File: src/rtl/cnn_uart_pkg.sv
// Shared UART definitions: state encoding, frame geometry and default baud divisor.
// CNN_UART_TX_PARITY_EN adds an even-parity bit, which makes the frame 11 bits.
package cnn_uart_pkg;

  typedef enum logic {
    IDLE = 1'b0,
    XMIT = 1'b1
  } tx_state_t;

  localparam int DATA_BITS = 8;

`ifdef CNN_UART_TX_PARITY_EN
  localparam int FRAME_BITS = DATA_BITS + 3;  // start, data, parity, stop
`else
  localparam int FRAME_BITS = DATA_BITS + 2;  // start, data, stop
`endif

  // 50 MHz / 115200 baud, shared with the receive side
  localparam int BAUD_DIV_DEFAULT = 434;
  localparam int BAUD_W_DEFAULT   = 9;

endpackage

File: src/rtl/cnn_uart_baud_gen.sv
// Bit-period timer for the UART transmitter: counts clk cycles while enabled
// and emits a one-cycle tick at the last cycle of each bit period.
module cnn_uart_baud_gen #(
  parameter int BAUD_DIV = 434,
  parameter int BAUD_W   = 9
) (
  input  logic clk,
  input  logic rst,
  input  logic clr_i,
  input  logic en_i,
  output logic tick_o
);

  logic [BAUD_W-1:0] cnt_q, cnt_d;
  logic              last;

  assign last   = (cnt_q == BAUD_W'(BAUD_DIV - 1));
  assign tick_o = en_i & last;

  always_comb begin
    cnt_d = cnt_q;
    if (clr_i) begin
      cnt_d = '0;
    end else if (en_i) begin
      cnt_d = last ? '0 : cnt_q + BAUD_W'(1);
    end
  end

  always_ff @(posedge clk or posedge rst) begin
    if (rst) cnt_q <= '0;
    else     cnt_q <= cnt_d;
  end

endmodule

File: src/rtl/cnn_uart_tx.sv
// UART transmitter for the CNN core byte-output path (8N1, LSB first).
// Define CNN_UART_TX_PARITY_EN to insert an even-parity bit before the stop bit.
module cnn_uart_tx
  import cnn_uart_pkg::*;
#(
  parameter int BAUD_DIV = BAUD_DIV_DEFAULT,
  parameter int BAUD_W   = BAUD_W_DEFAULT
) (
  input  logic       clk,
  input  logic       rst,
  input  logic       trmt,
  input  logic [7:0] tx_data,
  output logic       TX,
  output logic       tx_bsy,
  output logic       tx_done
);

  tx_state_t             state_q, state_d;
  logic [FRAME_BITS-1:0] shift_q, shift_d;
  logic [3:0]            bit_cnt_q, bit_cnt_d;
  logic                  bsy_q, bsy_d;
  logic                  done_q, done_d;
  logic                  load;
  logic                  bit_tick;
  logic [FRAME_BITS-1:0] frame_load;

`ifdef CNN_UART_TX_PARITY_EN
  assign frame_load = {1'b1, ^tx_data, tx_data, 1'b0};
`else
  assign frame_load = {1'b1, tx_data, 1'b0};
`endif

  cnn_uart_baud_gen #(
    .BAUD_DIV (BAUD_DIV),
    .BAUD_W   (BAUD_W)
  ) u_baud (
    .clk    (clk),
    .rst    (rst),
    .clr_i  (load),
    .en_i   (state_q == XMIT),
    .tick_o (bit_tick)
  );

  always_comb begin
    state_d   = state_q;
    shift_d   = shift_q;
    bit_cnt_d = bit_cnt_q;
    bsy_d     = bsy_q;
    done_d    = done_q;
    load      = 1'b0;
    case (state_q)
      IDLE: begin
        if (trmt) begin
          load      = 1'b1;
          shift_d   = frame_load;
          bit_cnt_d = '0;
          bsy_d     = 1'b1;
          done_d    = 1'b0;
          state_d   = XMIT;
        end
      end
      XMIT: begin
        if (bit_tick) begin
          shift_d   = {1'b1, shift_q[FRAME_BITS-1:1]};
          bit_cnt_d = bit_cnt_q + 4'd1;
          // last tick closes the stop bit; requests this cycle are dropped
          if (bit_cnt_q == 4'(FRAME_BITS - 1)) begin
            state_d = IDLE;
            bsy_d   = 1'b0;
            done_d  = 1'b1;
          end
        end
      end
      default: state_d = IDLE;
    endcase
  end

  always_ff @(posedge clk or posedge rst) begin
    if (rst) begin
      state_q   <= IDLE;
      shift_q   <= '1;
      bit_cnt_q <= '0;
      bsy_q     <= 1'b0;
      done_q    <= 1'b0;
    end else begin
      state_q   <= state_d;
      shift_q   <= shift_d;
      bit_cnt_q <= bit_cnt_d;
      bsy_q     <= bsy_d;
      done_q    <= done_d;
    end
  end

  assign TX      = shift_q[0];
  assign tx_bsy  = bsy_q;
  assign tx_done = done_q;

endmodule

File: config.mk
export PLATFORM = sky130hd
export DESIGN_NAME = cnn_uart_tx
export DESIGN_NICKNAME = d
export VERILOG_FILES = /design/src/rtl/cnn_uart_pkg.sv /design/src/rtl/cnn_uart_baud_gen.sv /design/src/rtl/cnn_uart_tx.sv
export SDC_FILE = /design/constraint.sdc
export NUM_CORES = 1
export LEC_CHECK = 0
export BUFFER_PORTS_ARGS = -buffer_cell sky130_fd_sc_hd__buf_2
export CELL_PAD_IN_SITES_DETAIL_PLACEMENT = 1
export CELL_PAD_IN_SITES_GLOBAL_PLACEMENT = 2
export CORE_ASPECT_RATIO = 0.7
export CORE_MARGIN = 2
export CORE_UTILIZATION = 33
export DETAILED_ROUTE_END_ITERATION = 10
export PLACE_DENSITY_LB_ADDON = 0.1
export SLEW_MARGIN = 10
export SYNTH_ARGS = -nofsm -noshare
export SYNTH_HDL_FRONTEND = slang
export SYNTH_SLANG_ARGS = --single-unit
File: constraint.sdc
create_clock -name clk -period 1.4 [get_ports clk]
set_input_delay 0.14 -clock clk [delete_from_list [all_inputs] [get_ports clk]]
set_output_delay 0.14 -clock clk [all_outputs]
set_load 0.05 [all_outputs]
After elaboration in Yosys (flattened, before gate mapping). Index checks and enable logic that the tools add are counted.

Mux-type cells: 22. Bitwise gates (word level): 2. Equal/unequal tests: 5. Reduce and logical (&&, ||, !) cells: 3. Add/subtract/negate cells: 2.

Operators by type and width (count): 2-to-1 mux 9 bit (3); 2-to-1 mux 10 bit (2); one-hot mux 10 bit (2 select lines) (1); 2-to-1 mux 1 bit (10); adder 9 x 1 -> 9 bit, second input constant (1); == test 9 bit, second input constant (1); 2-to-1 mux 4 bit (2); one-hot mux 4 bit (2 select lines) (1); one-hot mux 1 bit (2 select lines) (3); adder 4 x 1 -> 4 bit, second input constant (1); == test 4 bit, second input constant (1); inequality test 2 x 1 -> 1 bit, second input constant (2); AND reduction 3 bit (1); inequality test 2 bit, second input constant (1); AND reduction 2 bit (1); nonzero test 2 bit (1); AND 1 bit (1); inverter 1 bit (1).

Bits of input ports: 11. Output and inout bits: 3. Logic and storage cells: 40. Register bits after elaboration: 26.

Longest topological paths before layout. Gate-level depths: netlist of the first run.

Word-level depth: 4. Gate-level depth with buffers: 7.

Cells and area by module. A second synthesis of the first run with hierarchy kept.

Cell total of the unflattened synthesis: 128. Area total of the unflattened synthesis: 1265.0 um2.

By module, submodules not included: cnn_uart_tx (seq. area each 411.6 um2, cells each 74, area each 762.0 um2, times used 1); cnn_uart_baud_gen (seq. area each 225.2 um2, cells each 54, area each 503.0 um2, times used 1).

Worst setup path after synthesis of the first run. Ideal clock, no wire load.

Kind: register -> register. From: register u_baud.cnt_q[1]. To: register bit_cnt_q[3]. Path buffers: 0. Stages on the path, launching flop included: 7. Arrival time: 1.451 ns. Slack: -0.155 ns. Required time: 1.296 ns. Cells stage by stage: dfrtp_1 inv_1 ha_1 and4b_2 nand2_2 or4b_1 o311ai_1.

Longest elaborated chain between the ends: 4.

RTL lines: start, declared (line cnn_uart_baud_gen.sv:14) `logic [BAUD_W-1:0] cnt_q, cnt_d;`; start signal, assigned (line cnn_uart_baud_gen.sv:31) `else cnt_q <= cnt_d;`; == test 9 bit (line cnn_uart_baud_gen.sv:17) `assign last = (cnt_q == BAUD_W'(BAUD_DIV - 1));`; AND 1 bit (line cnn_uart_baud_gen.sv:18) `assign tick_o = en_i & last;`; inequality test 2 x 1 -> 1 bit (no line); AND reduction 2 bit (no line); end signal, assigned (line cnn_uart_tx.sv:88) `bit_cnt_q <= bit_cnt_d;`; end, declared (line cnn_uart_tx.sv:20) `logic [3:0] bit_cnt_q, bit_cnt_d;`.

No other way between the ends. A chain may end at the register's enable or synchronous reset.

Worst setup path after layout of the first run. Ends and elaborated chain as after synthesis.

==> metrics.md, run 1 <==
| Metric | Value |
|---|---|
| Req. time, crit path | 1.57 ns |
| Ports | 14 |
| Initial core utilization | 0.345 |
| CTS tree | done |
| WL/cell | 15.1 um |
| Commonest non-fill, non-tap cells in the layout | 18 x buf_4, 15 x dfrtp_1, 13 x buf_2 |
| Worst path cell trace | inv_2, ha_4, and4b_2, nand2_2, or4b_4, o311ai_2 |
| Placed insts | 197 |
| Most common cell after layout, fill and taps aside | buf_4 |
| Place WS | -0.270 ns |
| Final worst clock skew | 0.00256 ns |
| Synth warn | 0 |
| Reg2reg path depth | 6 |
| Core area | 3540 um^2 |
| Syn-to-layout area delta | 43.6% |
| Clk sinks | 25 |
| Synth unique cells | 34 |
| Avg Inst Size Synth | 10.4 um^2 |
| Final Critical Period | 1.66 ns |
| Initial DRC Count | 43 |
| Routed Antenna Nets | 0 |
| First-pass GRT wire length | 5150 um |
| Largest net degree at the start of global routing | 26 |
| CP peak stage delay | 0.49 ns |
| H-tree levels | 1 |
| Diodes inserted | 0 |
| CP Depth | 6 |
| Fin nets | 171 |
| RSZ-0062 raised after global routing | true |
| WS Path Type | flip-flop to flip-flop |
| Share of the yosys chip area belonging to registers | 0.523 |
| Kind of start point of the critical path | flip-flop |
| Final wirelength | 3090 um |
| LEAKAGE | 0.000792 uW |
| Crit end category | flip-flop |
| Global placement routability congestion | 0.715 |
| Die X | 76.6 um |
| Root buf cell | clkbuf_8 |
| Slew Limit Fails | 0 |
| Final setup fails | 23 |
| Yosys top cell by area | dfrtp_1 |
| CP Buf/Inv Count | 1 |
| Die ar. | 4200 um^2 |
| Initial antenna violation count | 0 |
| Synthesized flop and latch total | 25 |
| Clk buf depth | 2 |
| TritonCTS buffer count | 3 |
| DRC | 0 |
| Critical Path AT | 1.82 ns |
| Achievable frequency | 603 MHz |
| 1st-pass router iterations | 3 |
| Hold Path Cell Cnt | 2 |
| Max-slew headroom | 0.699 |
| Status | finished, violations left |
| DPL Wire Length | 2160 um |
| CP max stage cell | or4b_4 |
| Worst Hold Class | input port to flip-flop |
| VDD IR max | 0.519 mV |
| Vias | 1015 |
| All-Layer GR Usage | 0.159 |
| Share of the synthesized area in the top cell type | 0.329 |
| Clk slew on worst S/H paths | 0.09 ns |
| Clk_lat worst skew | 0.27 ns |
| Row Count | 18 |
| Syn_nets | 132 |
| Max-cap viol count | 0 |
| Final period util | 1.18 |
| Vias in the first global route | 1032 |
| Failing checks | setup timing |
| Family with the most delay on the worst path | simple AND/OR/NAND/NOR gates |
| Die Span Y | 54.8 um |
| Netlist Area Pre-Place | 1220 um^2 |
| Share of layout cells above drive strength 1 | 0.497 |
| Maximum fanout along the worst path | 3 |
| Number of I/O port buffers | 13 |
| Vias per cell | 4.95 |
| Endpoints failing hold | 0 |
| Fin worst setup slack | -0.257 ns |
| Grt ovf | 0 |
| Non-filler instance count after layout | 205 |
| PD cells | 1220 nW/um^2 |
| Post-synthesis cell count | 117 |
| Slew @ Worst Pin | 0.452 ns |
| Synth top area cells | dfrtp_1 33%, dfstp_2 19%, o22a_1 4.3%, ha_1 4.1%, o21a_1 3.7% |
-- synth_stat cells --
cell type   n
dfstp_2     9
nor3_1      1
a221o_1     1
o211ai_1    2
nand3_1     7
o22a_1      6
xor2_1      2
nand2b_1    3
a22o_1      2
a31oi_1     4
buf_1       1
or3_1       1
o21ai_0     6
a21boi_2    1
and3_1      3
nand2_1     8
dfrtp_1    16
a21oi_1     3
ha_1        4
nand3_2     1
o21a_1      6
o22ai_1     3
and4b_2     1
a21o_1      2
nor2_1      6
nand2_2     1
inv_1       9
o311ai_1    1
clkbuf_1    2
or2_2       1
o31ai_1     1
buf_2       1
and4bb_2    1
or4b_1      1
-- registers in the layout (all words and copies together) (netlist names) --
| signal | count |
|---|---|
| tx_bsy | 1 |
| tx_done | 1 |
| state_q | 1 |
| shift_q | 9 |
| u_baud.cnt_q | 9 |
| bit_cnt_q | 4 |
-- routing by layer --
| layer | GRT usage | part of all wire | vias up |
|---|---|---|---|
| met3 | 0.0380 | 0.024 | 2 |
| li1 | - | - | 501 |
| met2 | 0.268 | 0.47 | 9 |
| met4 | 0.0182 | 0.0039 | 0 |
| met5 | 0 | 0 | - |
| met1 | 0.220 | 0.50 | 503 |
-- kinds of logic after synthesis --
| logic type | synth area share |
|---|---|
| and+or+nand+nor | 0.158 |
| adders and majority gates | 0.0411 |
| xor gates and xnor gates | 0.0144 |
| AOI/OAI and AO/OA | 0.223 |
| DFF | 0.523 |
| buffers and inverters | 0.0411 |
-- what timing repair did --
item / CTS / global route
setup endpoints to repair: 22 / 25
gates cloned: 1 / 0
resized for setup: 4 / 32
hold buffers: 1 / 0
buffers inserted: 3 / 0
pin swaps: 1 / 3
hold endpoints to repair: 16 / 0
-- per-stage QoR --
step | utilization | TNS [ns] | instance area [um^2] | hold WS [ns] | power, uW
6_report | 0.495 | -3.10 | 1750 | 0.131 | 2140
5_1_grt | 0.495 | -5.01 | 1750 | 0.144 | 2300
4_1_cts | 0.455 | -3.53 | 1610 | 0.0976 | 2070
3_5_place_dp | 0.426 | -3.10 | 1510 | 0.213 | 1620
3_3_place_gp | 0.426 | -2.08 | 1510 | 0.208 | 1580
2_1_floorplan | - | -0.538 | 1240 | 0.161 | 1290
-- final timing paths --
check,endpoint,startpoint,slack [ns]
min in group asynchronous,u_baud.cnt_q[3],rst,0.48
worst max-delay path,bit_cnt_q[3],u_baud.cnt_q[1],-0.26
worst max register to register,bit_cnt_q[3],u_baud.cnt_q[1],-0.26
worst min-delay path,bit_cnt_q[3],trmt,0.13
worst min register to register,tx_done,tx_done,0.48
max in group asynchronous,shift_q[2],rst,0.62
-- final cells by class --
class	count	area (um^2)
fill	399	1790
clock inverter	1	5.00
tap	50	62.6
sequential	25	638
multi-input combinational	80	703
clock buffer	3	41.3
timing repair buffer	37	267
inverter	9	33.8
-- where the power goes --
part	switching, uW	leakage, uW	internal (uW)	total [uW]
Sequential	112	0.000281	892	1000
Combinational	323	0.000486	384	708
Clock	230	0.0000255	199	429
No activity file was read; power rests on OpenSTA's default activity.
==> inputs of run 2 (changes only) <==
BUFFER_PORTS_ARGS = -buffer_cell sky130_fd_sc_hd__clkbuf_2   (was -buffer_cell sky130_fd_sc_hd__buf_2)
==> run 2 against run 1 <==
Net effect: the run still ends with setup timing left; via count shrank 1.1%; sequential power is essentially flat; final area shrank 4.3%; fmax grew 2.6%; sequential share of layout area grew 1.6 points; power shrank 1.4%; hold slack lost 0.042 ns; clock-buffer cell count is the same; sequential cell count is the same.
==> metrics.md, run 2 (synthesis gave the netlist of run 1 again) <==
| Metric | Value |
|---|---|
| Status | finished, violations left |
| Failing checks | setup timing |
| Multi-input gate area | 643 um^2 |
| Number of I/O port buffers | 13 |
| Row Count | 18 |
| Most common cell after layout, fill and taps aside | buf_4 |
| Initial core utilization | 0.345 |
| Register Area | 638 um^2 |
| Place WS | -0.234 ns |
| Endpoints failing hold | 0 |
| Kind of start point of the critical path | flip-flop |
| Final worst clock skew | 0.00490 ns |
| Final period util | 1.15 |
| Fin worst setup slack | -0.215 ns |
| Grt ovf | 0 |
| Final setup fails | 23 |
| Initial antenna violation count | 0 |
| Crit end category | flip-flop |
| Core area | 3540 um^2 |
| Die Span Y | 54.8 um |
| Syn-to-layout area delta | 37.5% |
| Die X | 76.6 um |
| All-Layer GR Usage | 0.159 |
| First-pass GRT wire length | 5000 um |
| WL/cell | 15.1 um |
| Finished Core Util | 0.474 |
| Clk buf depth | 2 |
| Clk slew on worst S/H paths | 0.09 ns |
| CTS tree | done |
| Fin nets | 170 |
| Maximum fanout along the worst path | 3 |
| Fill cells | 409 |
| Final wirelength | 3090 um |
| Req. time, crit path | 1.56 ns |
| WS Path Type | flip-flop to flip-flop |
| Share of layout cells above drive strength 1 | 0.474 |
| Clk_lat worst skew | 0.27 ns |
| Routed Antenna Nets | 0 |
| PD cells | 1260 nW/um^2 |
| Worst Hold Class | input port to flip-flop |
| DPL Wire Length | 2060 um |
| Max-slew headroom | 0.781 |
| Vias per cell | 4.92 |
| 1st-pass router iterations | 5 |
| TritonCTS buffer count | 3 |
| Clk sinks | 25 |
| Regs by FF count | shift_q x9, u_baud.cnt_q x9, bit_cnt_q x4 |
| Slew @ Worst Pin | 0.328 ns |
| DRC | 0 |
| Diodes inserted | 0 |
| Setup tns final | -2.80 ns |
| Area post-placement | 1480 um^2 |
| Critical Path AT | 1.78 ns |
| Slew Limit Fails | 0 |
| Vias in the first global route | 1022 |
| RSZ-0062 raised after global routing | true |
| Root buf cell | clkbuf_8 |
| Final Critical Period | 1.61 ns |
| Ports | 14 |
| Vias | 1004 |
| Largest net degree at the start of global routing | 26 |
| Global placement routability congestion | 0.704 |
| Max-cap viol count | 0 |
| Commonest non-fill, non-tap cells in the layout | 19 x buf_4, 15 x dfrtp_1, 13 x clkbuf_2 |
| Post-layout instance area | 1680 um^2 |
| LEAKAGE | 0.000769 uW |
| VDD IR max | 0.498 mV |
| Die ar. | 4200 um^2 |
| Achievable frequency | 619 MHz |
| H-tree levels | 1 |
| Initial DRC Count | 19 |
## run 2: cell types whose count changed in the layout (fill, tap and decap cells not counted), sizes merged
cell and delta:
buf -14, clkbuf +13
## run 2: repair_timing
action | in CTS | in global routing
gates cloned | 1 | 0
pin swaps | 2 | 3
buffers inserted | 4 | 0
setup endpoints to repair | 22 | 25
hold endpoints to repair | 16 | 0
hold buffers | 1 | 0
resized for setup | 9 | 16
## run 2: where the power goes
part	total [uW]	switching (uW)	internal, uW
Clock	431	232	199
Combinational	674	305	369
Sequential	1010	114	892
## run 2: final timing paths
| kind | start | endpoint | slack, ns | cells past startpoint |
|---|---|---|---|---|
| setup / recovery | u_baud.cnt_q[1] | u_baud.cnt_q[8] | -0.21 | 6 |
| hold / removal | tx_data[7] | shift_q[8] | 0.09 | 3 |
| setup reg to reg | u_baud.cnt_q[1] | u_baud.cnt_q[8] | -0.21 | 6 |
| hold reg to reg | shift_q[0] | shift_q[0] | 0.49 | 2 |
| max in group asynchronous | rst | shift_q[8] | 0.65 | 4 |
| min in group asynchronous | rst | u_baud.cnt_q[2] | 0.45 | 4 |
## run 2: stage by stage
stage,hold slack [ns],power (uW),instances
detailed placement,0.195,1590,194
global placement,0.189,1560,194
floorplan,0.161,1290,117
global route,0.0960,2270,204
finish,0.0894,2110,204
CTS,0.0834,2080,204
## run 2: cell type report
cell class                      instances  share of cell area
Tap cell                               50              0.0373
Clock buffer                            3              0.0246
Multi-Input combinational cell         80               0.384
Sequential cell                        25               0.381
Timing Repair Buffer                   36               0.150
Inverter                                9              0.0202
Clock inverter                          1             0.00299
## run 2: worst max-delay path, stage by stage, from the launching register on
cell and delay, ns:
dfrtp_1 0.37, buf_4 0.12, ha_2 0.19, nand3_2 0.09
or3_4 0.37, a21o_1 0.19, a22o_1 0.17
## run 2: metal layers
metal	wire, um	vias to the layer above	track usage
met5	0	-	0
li1	-	500	-
met1	1530	490	0.208
met4	22	0	0.0455
met3	80	4	0.0380
met2	1460	10	0.270
